**config.mk**
```make
export PLATFORM = sky130hd
export DESIGN_NAME = painterengine_gpu_block_sequencer
export DESIGN_NICKNAME = d
export VERILOG_FILES = /design/src/rtl/painterengine_gpu_pkg.sv /design/src/rtl/painterengine_gpu_block_addr.sv /design/src/rtl/painterengine_gpu_block_sequencer.sv
export SDC_FILE = /design/constraint.sdc
export NUM_CORES = 2
export LEC_CHECK = 0
export ABC_CLOCK_PERIOD_IN_PS = 6200
export BUFFER_PORTS_ARGS = -buffer_cell sky130_fd_sc_hd__buf_2
export CAP_MARGIN = 20
export CORE_ASPECT_RATIO = 0.5
export CORE_MARGIN = 1.5
export CORE_UTILIZATION = 50
export DETAILED_ROUTE_END_ITERATION = 10
export MAX_ROUTING_LAYER = met4
export PLACE_DENSITY = 0.72
export SYNTH_ARGS = -nofsm -noshare
export SYNTH_HDL_FRONTEND = slang
export SYNTH_SLANG_ARGS = --single-unit
```
**constraint.sdc**
```tcl
create_clock -name i_wire_clock -period 6.2 [get_ports i_wire_clock]
set_clock_uncertainty 0.1 [all_clocks]
set_input_delay 0.93 -clock i_wire_clock [delete_from_list [all_inputs] [get_ports i_wire_clock]]
set_output_delay 0.93 -clock i_wire_clock [all_outputs]
set_load 0.03 [all_outputs]
```
**src/rtl/painterengine_gpu_pkg.sv**
```systemverilog
// Shared definitions for the PainterEngine GPU block sequencer.
// Contents: 8-bit FSM state encodings (IDLE = 0x00), job mode codes,
// sticky error codes and a helper that identifies the non-busy states.
package painterengine_gpu_pkg;

    typedef enum logic [7:0] {
        ST_IDLE  = 8'h00,
        ST_CHECK = 8'h01,
        ST_ADDR0 = 8'h02,
        ST_ADDR1 = 8'h03,
        ST_GEN   = 8'h04,
        ST_READ1 = 8'h05,
        ST_READ2 = 8'h06,
        ST_WRITE = 8'h07,
        ST_NEXT  = 8'h08,
        ST_DONE  = 8'h09,
        ST_ERROR = 8'h0A
    } state_t;

    typedef enum logic [1:0] {
        MODE_BLEND   = 2'b00,
        MODE_RASTER  = 2'b01,
        MODE_COPY    = 2'b10,
        MODE_ILLEGAL = 2'b11
    } mode_t;

    typedef enum logic [2:0] {
        ERR_NONE    = 3'd0,
        ERR_READER1 = 3'd1,
        ERR_READER2 = 3'd2,
        ERR_WRITER  = 3'd3,
        ERR_MODE    = 3'd4,
        ERR_ABORT   = 3'd5
    } err_t;

    // States in which a new start is accepted and busy is low.
    function automatic logic is_idle_like(input state_t s);
        return (s == ST_IDLE) || (s == ST_DONE) || (s == ST_ERROR);
    endfunction

endpackage

```
**src/rtl/painterengine_gpu_block_addr.sv**
```systemverilog
// Two-stage block address generator for the source and destination channels.
// Stage 0 (load_rows) registers the row offsets y*stride; stage 1 (load_addr)
// registers base + ((row_offset + x) << BPP_SHIFT), all modulo 2^ADDR_W.
// Ports: clk/reset (sync, active-high), load_rows, load_addr strobes,
// y/x position, per-channel strides and bases in; src_addr/dst_addr out.
module painterengine_gpu_block_addr #(
    parameter int unsigned COORD_W   = 16,
    parameter int unsigned ADDR_W    = 32,
    parameter int unsigned BPP_SHIFT = 2
) (
    input  logic               clk,
    input  logic               reset,
    input  logic               load_rows,
    input  logic               load_addr,
    input  logic [COORD_W-1:0] y,
    input  logic [COORD_W-1:0] x,
    input  logic [COORD_W-1:0] src_stride,
    input  logic [COORD_W-1:0] dst_stride,
    input  logic [ADDR_W-1:0]  src_base,
    input  logic [ADDR_W-1:0]  dst_base,
    output logic [ADDR_W-1:0]  src_addr,
    output logic [ADDR_W-1:0]  dst_addr
);

    logic [2*COORD_W-1:0] ys_q, yd_q;
    logic [ADDR_W-1:0]    src_off, dst_off;

    // Products are zero-extended to the address width before the pixel shift.
    always_comb begin
        src_off = (ADDR_W'(ys_q) + ADDR_W'(x)) << BPP_SHIFT;
        dst_off = (ADDR_W'(yd_q) + ADDR_W'(x)) << BPP_SHIFT;
    end

    always_ff @(posedge clk) begin
        if (reset) begin
            ys_q     <= '0;
            yd_q     <= '0;
            src_addr <= '0;
            dst_addr <= '0;
        end else begin
            if (load_rows) begin
                ys_q <= (2*COORD_W)'(y) * (2*COORD_W)'(src_stride);
                yd_q <= (2*COORD_W)'(y) * (2*COORD_W)'(dst_stride);
            end
            if (load_addr) begin
                src_addr <= src_base + src_off;
                dst_addr <= dst_base + dst_off;
            end
        end
    end

endmodule

```
**src/rtl/painterengine_gpu_block_sequencer.sv**
```systemverilog
// Block sequencer: walks an xcount x ycount region row-major in blocks of at
// most BLOCK_PIXELS, driving reader (FIFO1 src / FIFO2 dst), writer and
// rasterizer channels per block, with start/busy/done, abort and sticky errors.
// Ports: clock/reset, start/abort/mode and job configuration in; reader,
// writer and rasterizer request/status channels; busy, done pulse,
// error code and raw state out. Request strobes decode the registered state.
module painterengine_gpu_block_sequencer
    import painterengine_gpu_pkg::*;
#(
    parameter int unsigned COORD_W      = 16,
    parameter int unsigned ADDR_W       = 32,
    parameter int unsigned BLOCK_PIXELS = 64,
    parameter int unsigned BPP_SHIFT    = 2
) (
    input  logic                 i_wire_clock,
    input  logic                 i_wire_reset,
    input  logic                 i_wire_start,
    input  logic                 i_wire_abort,
    input  logic [1:0]           i_wire_mode,
    input  logic [ADDR_W-1:0]    i_wire_src_address,
    input  logic [ADDR_W-1:0]    i_wire_dst_address,
    input  logic [COORD_W-1:0]   i_wire_src_stride,
    input  logic [COORD_W-1:0]   i_wire_dst_stride,
    input  logic [COORD_W-1:0]   i_wire_xcount,
    input  logic [COORD_W-1:0]   i_wire_ycount,
    output logic [ADDR_W-1:0]    o_wire_reader_address,
    output logic [COORD_W-1:0]   o_wire_reader_length,
    output logic                 o_wire_reader1_start,
    output logic                 o_wire_reader2_start,
    input  logic                 i_wire_reader_done,
    input  logic                 i_wire_reader_error,
    output logic [ADDR_W-1:0]    o_wire_writer_address,
    output logic [COORD_W-1:0]   o_wire_writer_length,
    output logic                 o_wire_writer_start,
    input  logic                 i_wire_writer_done,
    input  logic                 i_wire_writer_error,
    output logic [2*COORD_W-1:0] o_wire_rasterizer_xy,
    output logic                 o_wire_rasterizer_valid,
    input  logic                 i_wire_rasterizer_ready,
    output logic                 o_wire_busy,
    output logic                 o_wire_done,
    output logic [2:0]           o_wire_error_code,
    output logic [7:0]           o_wire_state
);

    state_t               state_q, state_d;
    mode_t                mode_q;
    err_t                 err_q, err_d;
    logic [ADDR_W-1:0]    src_base_q, dst_base_q, src_addr, dst_addr;
    logic [COORD_W-1:0]   src_stride_q, dst_stride_q, xcount_q, ycount_q;
    logic [COORD_W-1:0]   x_q, x_d, y_q, y_d, k_q, k_d, len_q, len_d, rem;
    logic                 done_q, finish, load_cfg, load_rows, load_addr;

    always_comb begin
        state_d   = state_q;
        err_d     = err_q;
        x_d       = x_q;
        y_d       = y_q;
        k_d       = k_q;
        len_d     = len_q;
        finish    = 1'b0;
        load_cfg  = 1'b0;
        load_rows = 1'b0;
        load_addr = 1'b0;
        rem       = xcount_q - x_q;

        case (state_q)
            ST_IDLE, ST_DONE, ST_ERROR: begin
                if (i_wire_start) begin
                    load_cfg = 1'b1;
                    x_d      = '0;
                    y_d      = '0;
                    k_d      = '0;
                    err_d    = ERR_NONE;
                    if (mode_t'(i_wire_mode) == MODE_ILLEGAL) begin
                        state_d = ST_ERROR;
                        err_d   = ERR_MODE;
                        finish  = 1'b1;
                    end else if (i_wire_xcount == '0 || i_wire_ycount == '0) begin
                        state_d = ST_DONE;
                        finish  = 1'b1;
                    end else begin
                        state_d = ST_CHECK;
                    end
                end
            end
            ST_CHECK: begin
                // Row wrap; x/y are left untouched on the final row so the
                // outputs stay held in DONE.
                if (x_q == xcount_q) begin
                    if ((y_q + COORD_W'(1)) == ycount_q) begin
                        state_d = ST_DONE;
                        finish  = 1'b1;
                    end else begin
                        x_d     = '0;
                        y_d     = y_q + COORD_W'(1);
                        state_d = ST_ADDR0;
                    end
                end else begin
                    state_d = ST_ADDR0;
                end
            end
            ST_ADDR0: begin
                len_d     = (rem > COORD_W'(BLOCK_PIXELS)) ? COORD_W'(BLOCK_PIXELS) : rem;
                load_rows = 1'b1;
                state_d   = ST_ADDR1;
            end
            ST_ADDR1: begin
                load_addr = 1'b1;
                k_d       = '0;
                state_d   = (mode_q == MODE_RASTER) ? ST_GEN : ST_READ1;
            end
            ST_GEN: begin
                if (i_wire_rasterizer_ready) begin
                    if (k_q == len_q - COORD_W'(1)) begin
                        k_d     = '0;
                        state_d = ST_READ2;
                    end else begin
                        k_d = k_q + COORD_W'(1);
                    end
                end
            end
            ST_READ1: begin
                if (i_wire_reader_error) begin
                    err_d   = ERR_READER1;
                    state_d = ST_ERROR;
                    finish  = 1'b1;
                end else if (i_wire_reader_done) begin
                    state_d = (mode_q == MODE_COPY) ? ST_WRITE : ST_READ2;
                end
            end
            ST_READ2: begin
                if (i_wire_reader_error) begin
                    err_d   = ERR_READER2;
                    state_d = ST_ERROR;
                    finish  = 1'b1;
                end else if (i_wire_reader_done) begin
                    state_d = ST_WRITE;
                end
            end
            ST_WRITE: begin
                if (i_wire_writer_error) begin
                    err_d   = ERR_WRITER;
                    state_d = ST_ERROR;
                    finish  = 1'b1;
                end else if (i_wire_writer_done) begin
                    state_d = ST_NEXT;
                end
            end
            ST_NEXT: begin
                x_d     = x_q + len_q;
                state_d = ST_CHECK;
            end
            default: state_d = ST_IDLE;
        endcase

        if (i_wire_abort && !is_idle_like(state_q)) begin
            state_d = ST_ERROR;
            err_d   = ERR_ABORT;
            finish  = 1'b1;
        end
    end

    always_ff @(posedge i_wire_clock) begin
        if (i_wire_reset) begin
            state_q      <= ST_IDLE;
            err_q        <= ERR_NONE;
            mode_q       <= MODE_BLEND;
            src_base_q   <= '0;
            dst_base_q   <= '0;
            src_stride_q <= '0;
            dst_stride_q <= '0;
            xcount_q     <= '0;
            ycount_q     <= '0;
            x_q          <= '0;
            y_q          <= '0;
            k_q          <= '0;
            len_q        <= '0;
            done_q       <= 1'b0;
        end else begin
            state_q <= state_d;
            err_q   <= err_d;
            x_q     <= x_d;
            y_q     <= y_d;
            k_q     <= k_d;
            len_q   <= len_d;
            done_q  <= finish;
            if (load_cfg) begin
                mode_q       <= mode_t'(i_wire_mode);
                src_base_q   <= i_wire_src_address;
                dst_base_q   <= i_wire_dst_address;
                src_stride_q <= i_wire_src_stride;
                dst_stride_q <= i_wire_dst_stride;
                xcount_q     <= i_wire_xcount;
                ycount_q     <= i_wire_ycount;
            end
        end
    end

    painterengine_gpu_block_addr #(
        .COORD_W  (COORD_W),
        .ADDR_W   (ADDR_W),
        .BPP_SHIFT(BPP_SHIFT)
    ) u_addr (
        .clk       (i_wire_clock),
        .reset     (i_wire_reset),
        .load_rows (load_rows),
        .load_addr (load_addr),
        .y         (y_q),
        .x         (x_q),
        .src_stride(src_stride_q),
        .dst_stride(dst_stride_q),
        .src_base  (src_base_q),
        .dst_base  (dst_base_q),
        .src_addr  (src_addr),
        .dst_addr  (dst_addr)
    );

    assign o_wire_reader_address   = (state_q == ST_READ2) ? dst_addr : src_addr;
    assign o_wire_reader_length    = len_q;
    assign o_wire_reader1_start    = (state_q == ST_READ1);
    assign o_wire_reader2_start    = (state_q == ST_READ2);
    assign o_wire_writer_address   = dst_addr;
    assign o_wire_writer_length    = len_q;
    assign o_wire_writer_start     = (state_q == ST_WRITE);
    assign o_wire_rasterizer_xy    = {y_q, x_q + k_q};
    assign o_wire_rasterizer_valid = (state_q == ST_GEN);
    assign o_wire_busy             = !is_idle_like(state_q);
    assign o_wire_done             = done_q;
    assign o_wire_error_code       = err_q;
    assign o_wire_state            = state_q;

endmodule

```
==> out/qor.yml <==
status: "finished, final reports clean"
ys.flop_type: "dfxtp_1"
dr.pass1.iters: 6
coreArea_um2: 71700
post-route-period-util_pct: 99.2
area_growth_pct: 13.1
synth-edff-count: 0
critical_path_arrival_ns: 6.46
peakVddDrop_v: 0.000251
fin_cells: 5763
slew_violations: 0
p_leak_nw: 20.0
tritoncts: "done"
slew_headroom_pct: 25.4
cp_max_fo: 6
intPower_w: 0.00478
netlist_top_cells_count: "nand2_1 (810), inv_1 (533), fa_1 (393), a21oi_1 (366), dfxtp_1 (326)"
r2r-end: "u_addr.yd_q[29]"
synthDistinctLibCells: 83
ys_seq_area_share_pct: 17.8
grt_util_all_layers_pct: 29.9
power.density_nw_per_um2: 198
max_stage_delay_ns: 0.54
cts_buffers: 37
critPathKind: "reg2reg"
synth-async-reset-ratio_pct: 0
yosys_warnings: 0
worst_slack_ns: 0.0520
worst_pin_slew_ns: 1.11
clock-sinks: 326
reg2reg_from: "y_q[7]"
port_buffers: 279
via_count: 32795
ctsLongestPathBuffers: 3
clk_latency_ns: 0.60
place_ws_ns: -0.206
clk_pin_slew_ns: 0.07
p_switching_w: 0.00343
netlist_area_um2: 36700
cp_cell_sequence: "nand2_2 -> fa_1 -> inv_1 -> fa_1 -> inv_2 -> fa_1 -> inv_2 -> fa_1 -> fa_1 -> inv_1 -> fa_1 -> inv_2 -> ha_4 -> nand4_1 -> nor3_4 -> o211ai_1 -> o211ai_1 -> o31a_1 -> a31oi_4 -> a21oi_2 -> mux2i_1 -> a221oi_2"
vias_per_cell: 5.69
place_inst: 5664
die_area_um2: 75100
synth_top_area_cell: "fa_1"
ctsHoldBuffers: 0
finalCriticalPeriod_ns: 6.15
critPathRequiredTime_ns: 6.51
fmax_mhz: 163
wl_um: 112000
critPathLaunchType: "register"
use_met3_pct: 5.40
htree_num_levels: 2
wire_per_inst_um: 19.5
worstSetupEndpointType: "register"
gr-total-overflow: 0
antenna_found_initial: 1
hp-class: "reg2reg"
fp.dieH_um: 194
synth.top_cell.area_share_pct: 21.5
path_depth: 22
busiest_layer: "met2"
hpwl_um: 87300
rows: 69
grt_pass1_wl_um: 173000
num_io_pins: 284
grt_start_max_net_pins: 166
synth_area_leaders: "fa_1 (21%), dfxtp_1 (18%), ha_1 (11%), nand2_1 (8.3%), inv_1 (5.5%)"
swShare_pct: 41.8
die_x_um: 386
critPathTopFamily: "adder cells"
clock_power_share_pct: 30.5
yosysMostFrequentCell: "nand2_1"
ys_ff_latch: 326
cp_common_cell: "fa_1"
worstRegToRegCells: 22
synth.avg_cell_area_um2: 8.07
p_seq_share_pct: 33.6
clock-root-buffer: "clkbuf_16"
critPathBufInv: 5
antenna_left: 0
met1_usage_pct: 41.6
gp_congestion: 0.992
drt_iter0_drc: 2775
setup_viol: 0
syn_inst: 4544
crit_end: "u_addr.yd_q[29]"
combPwrFrac_pct: 35.9
drive_above_1_share_pct: 14.1
rsz0062_at_grt: "yes"
ff2ff_setup_slack_ns: 0.05
initial_core_util_pct: 51.1
drc: 0
cp-startpoint: "y_q[7]"
grt_use_met2_pct: 43.7
finalNetCount: 5632
grt_pass1_vias: 31269
maxCapViolCount: 0
n_fill_cell: 6481
slowest_stage: "fa_1"
finalHoldViolations: 0
==> area by class of cell <==
class | count | area, µm² | area share (%)
Antenna cell | 1 | 2.50 | 0.00603
Clock buffer | 45 | 1040 | 2.50
Clock inverter | 22 | 319 | 0.769
Inverter | 534 | 2000 | 4.83
Multi-Input combinational cell | 3437 | 27500 | 66.3
Sequential cell | 326 | 6620 | 15.9
Tap cell | 958 | 1200 | 2.89
Timing Repair Buffer | 440 | 2820 | 6.79
==> cell usage in the layout, fill, tap and decap left out, types with 31 or more instances in the layout <==
| master | Yosys | layout |
|---|---|---|
| o21ai_0 | 141 | 130 |
| nand2_1 | 810 | 804 |
| ha_1 | 324 | 312 |
| nand4_1 | 41 | 41 |
| xnor2_1 | 145 | 145 |
| nor2_1 | 175 | 173 |
| and3_1 | 46 | 46 |
| xor2_1 | 81 | 81 |
| a21o_1 | 76 | 76 |
| inv_1 | 533 | 523 |
| a211oi_1 | 38 | 38 |
| clkbuf_16 | 0 | 39 |
| a21oi_1 | 366 | 359 |
| buf_2 | 11 | 278 |
| nor3_1 | 48 | 46 |
| mux2_2 | 32 | 32 |
| and2_1 | 256 | 252 |
| buf_4 | 20 | 138 |
| nand2b_1 | 31 | 31 |
| nand3_1 | 83 | 79 |
| dfxtp_1 | 326 | 289 |
| fa_1 | 393 | 386 |
==> per-stage QoR <==
| step | utilization [%] | hold slack (ns) | power (W) | TNS [ns] | instance area, µm² |
|---|---|---|---|---|---|
| 3_5_place_dp | 54.8 | 0.349 | 0.00565 | -0.848 | 39300 |
| 3_3_place_gp | 54.8 | 0.338 | 0.00560 | -0.465 | 39300 |
| 2_1_floorplan | - | 0.329 | 0.00468 | 0 | 36700 |
| 4_1_cts | 56.8 | 0.358 | 0.00815 | 0 | 40700 |
| 5_1_grt | 57.8 | 0.381 | 0.00863 | -0.234 | 41500 |
| 6_report | 57.8 | 0.358 | 0.00821 | 0 | 41500 |
==> repair_timing <==
item / in CTS / in global routing
endpoints found under the setup margin: 12 / 29
setup buffers: 0 / 30
gates cloned: 0 / 1
pin swaps: 0 / 48
gates resized for setup: 16 / 132
==> cell families (layout without fill, tap and decap cells) <==
kind of cell | Yosys count | count (layout) | share of synthesized area, %
AO/OA/AOI/OAI | 837 | 837 | 14.1
XOR/XNOR | 226 | 226 | 5.40
adder cells (fa/ha/maj) | 717 | 717 | 32.5
buffers and inverters | 784 | 1041 | 8.35
flip-flops | 326 | 326 | 17.8
multiplexers | 43 | 43 | 1.28
other | 1 | 5 | 0.0102
AND/OR/NAND/NOR | 1610 | 1610 | 20.6
==> power by group through the flow <==
stage                     clock, W  sequential [W]  combinational (W)
after floorplan                  0         0.00262            0.00206
after global placement           0         0.00278            0.00282
after detailed placement         0         0.00279            0.00286
after CTS                  0.00253         0.00274            0.00288
after global routing       0.00262         0.00279            0.00322
final                      0.00251         0.00276            0.00295
==> how the worst min path moves through the flow <==
stage	cells past startpoint	end	slack, ns	start
after floorplan	2	u_addr.src_addr[11]	0.33	u_addr.src_addr[11]
after global placement	2	u_addr.src_addr[0]	0.34	src_base_q[0]
after detailed placement	2	src_base_q[0]	0.35	src_base_q[0]
after CTS	2	u_addr.src_addr[7]	0.36	u_addr.src_addr[7]
after global routing	2	dst_base_q[20]	0.38	dst_base_q[20]
final	2	u_addr.src_addr[7]	0.36	u_addr.src_addr[7]
==> sequential cells by signal (all words and copies together), names as in the netlist <==
name                  count
o_wire_done               1
dst_stride_q             16
dst_base_q               32
src_base_q               32
k_q                      16
u_addr.ys_q              30
u_addr.yd_q              30
u_addr.src_addr          32
x_q                      16
u_addr.dst_addr          32
src_stride_q             16
o_wire_state              4
o_wire_error_code         3
o_wire_reader_length     16
y_q                      16
mode_q                    2
xcount_q                 16
ycount_q                 16
==> worst min-delay path: stages, from the launching register on <==
cell	delay, ns
dfxtp_1	0.31
nand2_1	0.05
a21oi_1	0.05
==> routing by layer <==
metal	share of wire [%]	routed length (µm)	vias up
met1	45	50400	16118
met4	3.1	3440	0
li1	-	-	15319
met5	0	0	-
met2	44	50000	1157
met3	7.7	8680	201
No activity file was read; power rests on OpenSTA's default activity.
